--- src/rtl/mem_stage.sv ---
// mem_stage: dual-lane MEM stage; lane 1 extracts load data from sync SRAM with a stall hold buffer.
// Define MEM_MISALIGN_CHECK_EN to flag misaligned lane-1 lh/lhu/lw and suppress their writeback.
module mem_stage #(
   parameter int STALL_WD = 6,
   localparam int EX_TO_MEM_WD = 79,
   localparam int MEM_TO_WB_WD = 70,
   localparam int MEM_TO_RF_WD = 38
) (
   input  logic                      clk,
   input  logic                      rst,
   input  logic                      flush,
   input  logic [STALL_WD-1:0]       stall,
   input  logic [EX_TO_MEM_WD*2:0]   ex_to_mem_bus,
   input  logic [31:0]               data_sram_rdata,
   output logic [MEM_TO_WB_WD*2:0]   mem_to_wb_bus,
   output logic [MEM_TO_RF_WD*2-1:0] mem_to_rf_bus,
   output logic                      mem_excp
);
   localparam logic STOP = 1'b1;
   logic [EX_TO_MEM_WD*2:0] r;
   logic [31:0] hold_data;
   logic hold_valid;
   logic [EX_TO_MEM_WD-1:0] l1, l2;
   logic sw;
   logic [2:0] op;
   logic ram_en, sel, we;
   logic [3:0] wen;
   logic [4:0] wa;
   logic [31:0] res, pc, src, sh, load_data, wdata;
   logic [15:0] half;
   logic is_load;
   logic [MEM_TO_WB_WD-1:0] wb1;
   logic unused;
   assign {sw, l2, l1} = r;
   assign {op, ram_en, wen, sel, we, wa, res, pc} = l1;
   always_ff @(posedge clk or negedge rst) begin
      if (!rst) begin
         r <= '0;
         hold_data <= '0;
         hold_valid <= 1'b0;
      end else begin
         if (flush) r <= '0;
         else if (stall[3] == STOP && stall[4] != STOP) r <= '0;
         else if (stall[3] != STOP) r <= ex_to_mem_bus;
         if (flush || stall[4] != STOP) hold_valid <= 1'b0;
         else if (!hold_valid && ram_en && wen == 4'b0) begin
            hold_valid <= 1'b1;
            hold_data <= data_sram_rdata;
         end
      end
   end
   // SRAM data is only valid for one cycle, so a stalled load reads the captured copy
   assign src = hold_valid ? hold_data : data_sram_rdata;
   assign sh = src >> {res[1:0], 3'b000};
   assign half = res[1] ? src[31:16] : src[15:0];
   assign is_load = op >= 3'd1 && op <= 3'd5;
   always_comb begin
      load_data = op == 3'd1 ? {{24{sh[7]}}, sh[7:0]} :
                  op == 3'd2 ? {24'b0, sh[7:0]} :
                  op == 3'd3 ? {{16{half[15]}}, half} :
                  op == 3'd4 ? {16'b0, half} : src;
      wdata = (sel && is_load) ? load_data : res;
   end
`ifdef MEM_MISALIGN_CHECK_EN
   assign mem_excp = ((op == 3'd3 || op == 3'd4) && res[0]) || (op == 3'd5 && res[1:0] != 2'b00);
`else
   assign mem_excp = 1'b0;
`endif
   assign wb1 = {we & ~mem_excp, wa, wdata, pc};
   assign mem_to_wb_bus = {sw, l2[MEM_TO_WB_WD-1:0], wb1};
   assign mem_to_rf_bus = {l2[MEM_TO_WB_WD-1:32], wb1[MEM_TO_WB_WD-1:32]};
   assign unused = ^{l2[EX_TO_MEM_WD-1:MEM_TO_WB_WD], stall, sh[31:8]};
endmodule
--- config.mk ---
export PLATFORM = sky130hd
export DESIGN_NAME = mem_stage
export DESIGN_NICKNAME = d
export VERILOG_FILES = /design/src/rtl/mem_stage.sv
export SDC_FILE = /design/constraint.sdc
export NUM_CORES = 1
export LEC_CHECK = 0
export CORE_ASPECT_RATIO = 1.1
export CORE_MARGIN = 4
export CORE_UTILIZATION = 36
export CTS_CLUSTER_SIZE = 20
export DETAILED_ROUTE_END_ITERATION = 6
export PLACE_DENSITY = 0.82
export SLEW_MARGIN = 20
export SYNTH_ARGS = -nofsm -noshare
export SYNTH_HDL_FRONTEND = slang
export SYNTH_SLANG_ARGS = --single-unit
--- constraint.sdc ---
create_clock -name clk -period 2.1 [get_ports clk]
set_input_delay 0.42 -clock clk [delete_from_list [all_inputs] [get_ports clk]]
set_output_delay 0.42 -clock clk [all_outputs]
set_load 0.01 [all_outputs]
# Yosys cells after proc, flatten, opt, wreduce, memory -nomap -nowiden

Index checks and enable logic that the tools add are counted.

Add/sub/neg operators: 0
Multipliers: 0
Divide/modulo/power cells: 0
$lt $le $gt $ge: 2
Equality and inequality tests: 5
Shifts and indexed selects: 1
Mux-type cells: 12
Bitwise logic cells: 2
Reductions and logical operators: 10

Operator list:

| kind                                                               | number |
|---|---|
| two-way mux 159 bit                                                | 3 |
| two-way mux 32 bit                                                 | 6 |
| >> shifter 32 x 5 -> 8 bit                                         | 1 |
| two-way mux 16 bit                                                 | 1 |
| == test 3 x 2 -> 1 bit (second input constant)                     | 2 |
| logical AND 1 bit                                                  | 5 |
| zero test 4 bit                                                    | 1 |
| == test 3 x 1 -> 1 bit (second input constant)                     | 1 |
| == test 3 bit (second input constant)                              | 1 |
| greater-or-equal comparator 3 x 1 -> 1 bit (second input constant) | 1 |
| less-or-equal comparator 3 bit (second input constant)             | 1 |
| != test 3 x 2 -> 1 bit (second input constant)                     | 1 |
| two-way mux 1 bit                                                  | 2 |
| inverter 1 bit                                                     | 2 |
| AND reduction 2 bit                                                | 1 |
| nonzero test 2 bit                                                 | 1 |
| zero test 1 bit                                                    | 1 |
| logical OR 1 bit                                                   | 1 |

Bits in registers: 192
Latch bits: 0
Bits in writable memories: 0
ROM bits: 0
Bits of input ports: 200
Memories kept: 0

# Logic depth before layout (Yosys ltp)

Gate-level depths: netlist of run 1.

Depth in word-level cells: 7
Depth in mapped cells: 9
Depth with buffers taken out: 5

# Worst setup path after synthesis of run 1

No wires, ideal clock.

Path type: reg-to-output
Start point: register r[33]
End point: output mem_to_wb_bus[37]
Arrival: 1.886 ns
Path slack: -0.206 ns
Cell stages (with the launch flop): 7
Buffers on the path: 2
Path through: dfrtp_1 and4bb_1 a31oi_4 buf_6 mux4_2 a221o_1 buf_4

Cells in the longest elaborated chain, start to end: 6

RTL lines:

| element                                                            | RTL line | text |
|---|---|---|
| start, declared                                                    | 20       | `logic [EX_TO_MEM_WD*2:0] r;` |
| start signal, assigned                                             | 44       | `else if (stall[3] != STOP) r <= ex_to_mem_bus;` |
| branches (longest 4 deep; another with >> shifter 32 x 5 -> 8 bit) | n/a      |  |
| two-way mux 32 bit *                                               | 58       | `load_data = op == 3'd1 ? {{24{sh[7]}}, sh[7:0]} :` |
| two-way mux 32 bit *                                               | 62       | `wdata = (sel && is_load) ? load_data : res;` |
| end, declared                                                      | 15       | `output logic [MEM_TO_WB_WD*2:0] mem_to_wb_bus,` |

Mark *: on every way between the ends.

# Final worst setup path of run 1

Start point: register hold_valid
End point: output mem_to_wb_bus[52]

Cells in the longest elaborated chain, start to end: 6

RTL lines:

| element                                                            | RTL line | text |
|---|---|---|
| start, declared                                                    | 22       | `logic hold_valid;` |
| start signal, assigned                                             | 40       | `hold_valid <= 1'b0;` |
| start signal, assigned                                             | 45       | `if (flush \|\| stall[4] != STOP) hold_valid <= 1'b0;` |
| start signal, assigned                                             | 47       | `hold_valid <= 1'b1;` |
| two-way mux 32 bit *                                               | 53       | `assign src = hold_valid ? hold_data : data_sram_rdata;` |
| branches (longest 3 deep; another with >> shifter 32 x 5 -> 8 bit) | n/a      |  |
| two-way mux 32 bit *                                               | 58       |  |
| two-way mux 32 bit *                                               | 62       |  |

Marks and branches as above.

==> metrics, run 1 <==
worst r2r src r[72]$_DFFE_PN0P_; EDFF count, synth 0; WP data required 1.68 ns; Ys Warns 0; post-route ant nets 0; Tmin final between 2 and 3 ns; worst vdd ir around 380 uV; vias per cell 5.26; CTS clk-pin slew, worst paths 0.07 ns; CP endpoint mem_to_wb_bus[52]; core area roughly 27000 um^2; syn nets 1033; I/O pins around 420; fin util 54.8%; FFs w/ async S/R, synth 100%; Worst Path Max Fanout 8; final-stage net count 1354; Sw Ratio 28.3%; post-synth top area share 46.7%; Root Driver clkbuf_16; hpwl dp between 20000 and 25000 um; drt wl/cell 21.1 um; switching power of the nets 0.00268 W; die area roughly 30000 um^2; pin count of the biggest net entering global routing 79; Internal 0.00680 W; CTS max path bufs 2; drt first pass iters 5; synth unique cells 46; Max Cap Viol 0; CP dominant cell by count buf_6; most common cell after layout, fill and taps aside clkdlybuf4s50_1; Die Span X 165 um; CTS tree yes; DRC violations left 0; RSZ-0062 raised after global routing yes; GPL Wtd Cong 0.836; most frequent cells in the layout 338 x clkdlybuf4s50_1, 181 x dfrtp_1, 150 x a22o_1; slowest CP cell dfrtp_2; Logic pwr share 22.1%; Clock Latency Late Sink 0.43 ns; Fin. Hold Viols 0; CP Cell Sequence buf_6 > buf_6 > mux2i_4 > mux2i_2 > and3_4 > o21ai_4 > buf_12 > o211ai_1 > buf_4 > buf_6; ranking of synthesized cells by area dfrtp_1 47%, buf_4 15%, a22o_1 13%; syn avg cell area 11.8 um^2; Clk network pwr share 35.2%; critical path class flip-flop to output pin; Final Power 0.00948 W; CP Data Arrival Time 2.48 ns; slowest cell delay on critical path 0.42 ns; period utilisation layout 138%; Crit. End Element output pin; initial antenna violation count 1; Total GRT Usage 20.6%; drt total wl 32100 um; H-tree Lvls 4; vias in the first global route 8534; failing checks negative setup slack; Die Y 181 um; final setup violation count 64; first-pass GRT wire length around 48000 um; share of cells above drive strength 1 30.2%; post-synth top area cell dfrtp_1; Synth Instances 833; vias 8015; Seq/Total Area, Yosys 46.7%; Initial Util 36.5%; register bit count reported by yosys 183; R2R Path End hold_data[18]$_DFFE_PN0P_; CP Launch Type flip-flop; Flop pwr share 42.7%; status complete, but fails checks; reg2reg path depth 5; Top FF cell, synth dfrtp_1; CTS sink count between 150 and 200; Pwr per Cell Area 643 nW/um^2; Final Max Tran Viols 0; P&R area growth vs syn 50.1%; min-delay worst type flip-flop to flip-flop; final worst slack -0.805 ns; row count 63; Num CTS Buffers 17; DR iter-0 viols around 450; IO Port Bufs 403; fmax 344 MHz; Mapped Area 9820 um^2; Pleak 6.61 nW; clock skew 0.0162 ns; flop2flop setup slack 0.34 ns; grt ovf 0; Worst Setup SP hold_valid$_DFFE_PN0P_
-- repair_timing --
| action | 4_1_cts | 5_1_grt |
|---|---|---|
| hold buffers | 1 | 0 |
| pin swaps | 17 | 18 |
| buffers inserted | 28 | 13 |
| gates cloned | 4 | 2 |
| endpoints found under the hold margin | 44 | 0 |
| gates resized for setup | 289 | 50 |
| endpoints found under the setup margin | 64 | 64 |
-- how the worst min path moves through the flow --
stage	slack (ns)	start	cells after the start	endpoint
floorplan	0.12	rst	0	hold_data[0]$_DFFE_PN0P_
global placement	0.42	rst	1	r[82]$_DFFE_PN0P_
detailed placement	0.42	rst	1	r[82]$_DFFE_PN0P_
CTS	0.51	rst	2	r[82]$_DFFE_PN0P_
global route	0.52	r[106]$_DFFE_PN0P_	1	r[106]$_DFFE_PN0P_
finish	0.51	r[1]$_DFFE_PN0P_	1	r[1]$_DFFE_PN0P_
-- power by group through the flow --
stage / clock (W) / combinational (W) / sequential (W)
2_1_floorplan: 0 / 0.00101 / 0.00404
3_3_place_gp: 0 / 0.00199 / 0.00408
3_5_place_dp: 0 / 0.00203 / 0.00410
4_1_cts: 0.00342 / 0.00205 / 0.00403
5_1_grt: 0.00357 / 0.00224 / 0.00408
6_report: 0.00334 / 0.00209 / 0.00404
-- flip-flops by register name (all words and copies together) (netlist names) --
register and count:
hold_valid 1, r 150, hold_data 32
-- layer usage --
layer,wire [um],part of all wire (%),vias up,GRT usage [%]
met2,16100,50,394,34.5
met3,2580,8.0,50,5.64
met1,12800,40,4056,25.9
met5,0,0,-,0
li1,-,-,3515,-
met4,684,2.1,0,6.04
-- kinds of logic (layout without fill, tap and decap cells) --
| kind of cell | count (synthesis) | after routing | synth area share (%) |
|---|---|---|---|
| multiplexers | 87 | 87 | 13.1 |
| buffers and inverters | 250 | 584 | 17.5 |
| flip-flops | 183 | 183 | 46.7 |
| AO/OA/AOI/OAI | 210 | 210 | 17.7 |
| AND/OR/NAND/NOR | 101 | 101 | 4.93 |
| other | 1 | 2 | 0.0382 |
| XOR/XNOR | 1 | 1 | 0.0892 |
-- critical path, delay by kind of cell, from the launching register on --
kind | cells | cell delay, ns
AO/OA/AOI/OAI | 2 | 0.30
AND/OR/NAND/NOR | 1 | 0.24
buffers and inverters | 5 | 0.69
multiplexers | 2 | 0.42
flip-flops | 1 | 0.42
-- final cells by class --
cell class / instances / area [um^2]
Multi-Input combinational cell: 400 / 3740
Antenna cell: 1 / 2.50
Timing Repair Buffer: 552 / 5350
Clock inverter: 15 / 179
Tap cell: 357 / 447
Clock buffer: 17 / 425
Fill cell: 2166 / 12200
Sequential cell: 183 / 4580
-- synth_stat cells, types with 2 or more instances --
library cell	n
buf_4	190
dfrtp_1	183
a22o_1	150
nand2_1	41
clkbuf_1	31
mux2_2	31
mux4_2	30
mux2i_1	24
buf_2	23
a21oi_1	21
nor2_1	21
o211ai_1	15
nor3_1	9
a22oi_1	7
a221o_1	6
nor2b_1	6
buf_6	5
nand3_1	5
and3_1	2
mux2_1	2
nand2b_1	2
nand4_1	2
nor4b_1	2
o21ai_0	2
or3_1	2
-- stage by stage --
| stage | std cells | TNS (ns) | hold WS [ns] | area (um^2) | setup slack (ns) |
|---|---|---|---|---|---|
| after CTS | 1512 | -46.34 | 0.512 | 14500 | -0.872 |
| after detailed placement | 1447 | -55.63 | 0.418 | 13600 | -0.999 |
| after global placement | 1447 | -51.30 | 0.421 | 13600 | -0.897 |
| after floorplan | 833 | -2.62 | 0.124 | 9920 | -0.159 |
| final | 1525 | -44.83 | 0.508 | 14700 | -0.805 |
| after global routing | 1525 | -50.50 | 0.520 | 14700 | -0.906 |
No activity file was read; power rests on OpenSTA's default activity.
==> run 2, diff against run 1 <==
--- a/config.mk
+++ b/config.mk
@@ -5,12 +5,13 @@
 export SDC_FILE = /design/constraint.sdc
 export NUM_CORES = 1
 export LEC_CHECK = 0
+export CAP_MARGIN = 30
 export CORE_ASPECT_RATIO = 1.1
 export CORE_MARGIN = 4
 export CORE_UTILIZATION = 36
 export CTS_CLUSTER_SIZE = 20
 export DETAILED_ROUTE_END_ITERATION = 6
-export PLACE_DENSITY = 0.82
+export PLACE_DENSITY_LB_ADDON = 0.1
 export SLEW_MARGIN = 20
 export SYNTH_ARGS = -nofsm -noshare
 export SYNTH_HDL_FRONTEND = slang
==> metrics, run 2 (synthesized netlist as in run 1, its figures left out) <==
DRC violations left 0; Max Cap Viol 0; min-delay worst type primary input to asynchronous set/reset pin; Worst Setup SP hold_valid$_DFFE_PN0P_; P&R area growth vs syn 55.0%; Tmin final around 2.9 ns; CTS sink count 183; Final Max Tran Viols 0; CP Launch Type flip-flop; Worst Path Max Fanout 6; DR iter-0 viols roughly 360; Initial Util 36.5%; vias slightly below 8k; core area roughly 27000 um^2; final worst slack -0.815 ns; post-route ant nets 0; Total GRT Usage 21.3%; critical path class flip-flop to output pin; most common cell after layout, fill and taps aside clkdlybuf4s50_1; Die Span X between 150 and 200 um; Placed Cells 1439; GPL Wtd Cong 0.816; CTS max path bufs 2; row count 63; GR Layer Usage met2 36.1%; IO Port Bufs 403; Largest register FFs 150; WP data required 1.68 ns; failing checks negative setup slack; Top Usage Layer GRT met2; Fin. Hold Viols 0; Die Y between 150 and 200 um; CTS clk-pin slew, worst paths around 0.080 ns; drt first pass iters 4; Crit. End Element output pin; Root Driver clkbuf_16; Worst-Margin Slew about 0.55 ns; flop2flop setup slack -0.01 ns; initial antenna violation count 4; clock skew 0.0120 ns; pin count of the biggest net entering global routing 77; drt total wl 32800 um; reg2reg path depth 10; Pwr per Cell Area about 630 nW/um^2; drt wl/cell 21.4 um; share of cells above drive strength 1 32.7%; I/O pins between 400 and 500; largest reg by FF count r; H-tree Lvls 4; Placement Setup Slack -0.976 ns; fmax 343 MHz; Num CTS Buffers 17; status complete, but fails checks; die area 30000 um^2; hpwl dp 22700 um; final setup violation count 71; Slew headroom 62.8%; fin area 15200 um^2; largest registers r: 150 flops, hold_data: 32 flops, hold_valid: 1 flops; worst vdd ir 382 uV; CTS tree yes; Final Power 0.00959 W; worst r2r src hold_valid$_DFFE_PN0P_; grt ovf 0; Pleak 6.75 nW; final-stage net count 1361; RSZ-0062 raised after global routing yes; CP Data Arrival Time 2.50 ns; vias per cell 5.05; M1 GR Usage 26.6%; vias in the first global route ~8.2k; Clock Latency Late Sink 0.44 ns; first-pass GRT wire length 49000 um; area post-placement between 10000 and 15000 um^2; met3 Use GR under 10%; non-filler instance count after layout 1533; most frequent cells in the layout 338 x clkdlybuf4s50_1, 182 x dfrtp_1, 150 x a22o_1; period utilisation layout 139%
==> run 2: layout make-up <==
type                    count  area, um^2
fillers                  2337       11700
flip-flops and latches    183        4580
diodes                      2        5.00
clock buffers              17         425
multi-input cells         400        3960
repair buffers            559        5590
well taps                 357         447
clock inverters            15         204
==> run 2: path summary, 6_finish.rpt <==
| path | to |
|---|---|
| worst max-delay path | mem_to_rf_bus[24] |
| worst min-delay path | hold_data[20]$_DFFE_PN0P_ |
| worst max register to register | hold_data[6]$_DFFE_PN0P_ |
| worst min register to register | r[30]$_DFFE_PN0P_ |
| max in group asynchronous | r[105]$_DFFE_PN0P_ |
| min in group clk | r[30]$_DFFE_PN0P_ |
==> run 2: timing repair <==
item                                    CTS  global route
endpoints found under the setup margin   64            88
gates resized for setup                 361            47
endpoints found under the hold margin    45             0
pin swaps                                42            21
cloned                                    8             5
buffers inserted                         48            12
hold buffers                              1             0
==> run 2: per-layer routing <==
metal / wire length (um) / vias up
li1: - / 3531
met3: 2350 / 54
met2: 16600 / 294
met4: 719 / 4
met1: 13100 / 3853
met5: 27 / -
==> run 2: worst max-delay path: stages (launching register included) <==
cell and delay, ns:
dfrtp_2 0.45, buf_12 0.13, mux4_2 0.48, nand2b_1 0.10
nand3_2 0.10, nand4b_1 0.14, buf_6 0.16, buf_12 0.12
o211ai_1 0.11, buf_4 0.16, buf_6 0.11
==> run 2: report_power, final <==
part	leakage, nW	internal (W)	switching, W
Clock	0.301	0.00174	0.00166
Sequential	2.42	0.00382	0.000225
Combinational	4.03	0.00128	0.000861
==> run 2: metrics by stage <==
step | hold WS (ns) | util (%) | setup TNS (ns)
after floorplan | 0.124 | - | -2.62
after global placement | 0.408 | 50.3 | -49.08
after detailed placement | 0.415 | 50.3 | -52.31
after CTS | 0.506 | 55.5 | -43.23
after global routing | 0.518 | 56.6 | -53.06
final | 0.496 | 56.6 | -45.40
==> run 3, diff against run 2 <==
--- a/config.mk
+++ b/config.mk
@@ -12,6 +12,7 @@
 export CTS_CLUSTER_SIZE = 20
 export DETAILED_ROUTE_END_ITERATION = 6
 export PLACE_DENSITY_LB_ADDON = 0.1
+export SETUP_SLACK_MARGIN = 0.02
 export SLEW_MARGIN = 20
 export SYNTH_ARGS = -nofsm -noshare
 export SYNTH_HDL_FRONTEND = slang
==> constraint.sdc (replaced) <==
create_clock -name clk -period 2.7 [get_ports clk]
set_input_delay 0.54 -clock clk [delete_from_list [all_inputs] [get_ports clk]]
set_output_delay 0.54 -clock clk [all_outputs]
set_load 0.01 [all_outputs]
==> metrics, run 3 (synthesized netlist as in run 1, its figures left out) <==
Initial Util 36.5%; H-tree Lvls 4; Die Span X 165 um; DRC violations left 0; Worst-Margin Slew 0.576 ns; hold buffers post-CTS 0; drt wl/cell 20.5 um; Final Power 0.00736 W; critical path class flip-flop to output pin; initial antenna violation count 4; non-filler instance count after layout 1486; largest registers r: 150 flops, hold_data: 32 flops, hold_valid: 1 flops; final worst slack -0.188 ns; worst r2r src hold_valid$_DFFE_PN0P_; grt ovf 0; fmax 346 MHz; drt first pass iters 4; Seq. cell area ~4600 um^2; I/O pins 418; reg2reg path depth 6; Placed Cells 1433; CP Buf/Inv Count 4; drt total wl 30500 um; met3 routed WL around 2200 um; pin count of the biggest net entering global routing 72; share of cells above drive strength 1 between 20% and 30%; WP data required 2.16 ns; Slew headroom 61.6%; RSZ-0062 raised after global routing yes; Fillers 2412; IO Port Bufs 403; status complete, but fails checks; routed wl met2 15300 um; CP Launch Type flip-flop; Crit. End Element output pin; Pwr per Cell Area 512 nW/um^2; Final Max Tran Viols 0; R2R Path End hold_data[22]$_DFFE_PN0P_; Worst Path Max Fanout 6; area of the multi-input gates 3740 um^2; row count 63; post-route ant nets 0; M1 WL 12600 um; CTS max path bufs 2; final-stage net count 1315; Total GRT Usage about a fifth; flop2flop setup slack about 1.1 ns; period utilisation layout 107%; CTS clk-pin slew, worst paths 0.08 ns; vias per cell 5.00; GPL Wtd Cong 0.787; Pleak 6.41 nW; Max Used Layer met5; slowest CP cell dfrtp_2; worst vdd ir 343 uV; P&R area growth vs syn 46.3%; CTS sink count 183; first-pass GRT wire length 46700 um; Die Y 181 um; core area 26900 um^2; Largest register FFs 150; Root Driver clkbuf_16; CTS tree yes; delay-heaviest family, CP buffers and inverters; clock skew 0.00696 ns; Clock Latency Late Sink 0.43 ns; min-delay worst type primary input to asynchronous set/reset pin; most frequent cells in the layout 337 x clkdlybuf4s50_1, 182 x dfrtp_1, 150 x a22o_1; vias 7433; CP dominant cell by count buf_12; Num CTS Buffers 17; Placement Setup Slack -0.633 ns; largest reg by FF count r; vias in the first global route between 7k and 8k; most common cell after layout, fill and taps aside clkdlybuf4s50_1; failing checks negative setup slack; CP Data Arrival Time 2.35 ns; CP Cell Sequence buf_12 > buf_8 > mux2i_4 > mux2i_2 > and3_4 > o21ai_4 > buf_12 > o211ai_1 > buf_2; die area 30000 um^2; Fin. Hold Viols 0; Tmin final about 2.9 ns; hpwl dp around 22000 um; Max Cap Viol 0; final setup violation count 64; DR iter-0 viols 366; slowest cell delay on critical path 0.43 ns
## run 3: per-layer routing
metal  up-vias  track usage, %
met4         6            4.62
li1       3447               -
met1      3671            26.0
met2       273            33.7
met3        36            5.52
met5         -               0
## run 3: worst reg2reg max path: stages, from the launching register on
cell     delay [ns]
dfrtp_2        0.43
buf_4          0.17
buf_4          0.13
nor2_1         0.12
nand3_2        0.10
buf_12         0.20
mux2_1         0.36
## run 3: area by class of cell
| class | instances | share of cell area [%] |
|---|---|---|
| repair buffers | 513 | 34.4 |
| multi-input cells | 400 | 26.1 |
| well taps | 357 | 3.11 |
| flip-flops and latches | 183 | 31.9 |
| clock inverters | 15 | 1.54 |
| clock buffers | 17 | 2.96 |
| diodes | 1 | 0.0174 |
## run 3: worst max-delay path by stage
stage,start,end,slack [ns],cells after the start
after floorplan,r[33]$_DFFE_PN0P_,mem_to_wb_bus[37],0.27,6
after global placement,data_sram_rdata[23],mem_to_rf_bus[15],-0.57,8
after global routing,hold_valid$_DFFE_PN0P_,mem_to_rf_bus[1],-0.32,7
after detailed placement,data_sram_rdata[23],mem_to_rf_bus[15],-0.63,8
final,hold_valid$_DFFE_PN0P_,mem_to_rf_bus[26],-0.19,9
after CTS,hold_valid$_DFFE_PN0P_,mem_to_rf_bus[24],-0.22,9
## run 3: timing repair
item | in CTS | in global routing
pin swaps | 32 | 12
resized for setup | 300 | 31
endpoints found under the setup margin | 64 | 64
cloned | 4 | 2
setup buffers | 14 | 1
## run 3: report_power, final
| part | leakage [nW] | total, W | switching [W] | internal, W |
|---|---|---|---|---|
| combinational | 3.67 | 0.00147 | 0.000592 | 0.000875 |
| clock | 0.313 | 0.00273 | 0.00128 | 0.00145 |
| sequential | 2.42 | 0.00316 | 0.000191 | 0.00297 |
## run 3: through the flow
stage	hold slack, ns	utilization [%]	TNS, ns	cell area [um^2]
final	0.0941	53.4	-9.56	14400
after floorplan	0.244	-	0	9820
after global placement	0.487	50.0	-28.49	13400
after global routing	0.123	53.4	-16.86	14400
after CTS	0.120	52.8	-11.28	14200
after detailed placement	0.490	50.0	-30.67	13400
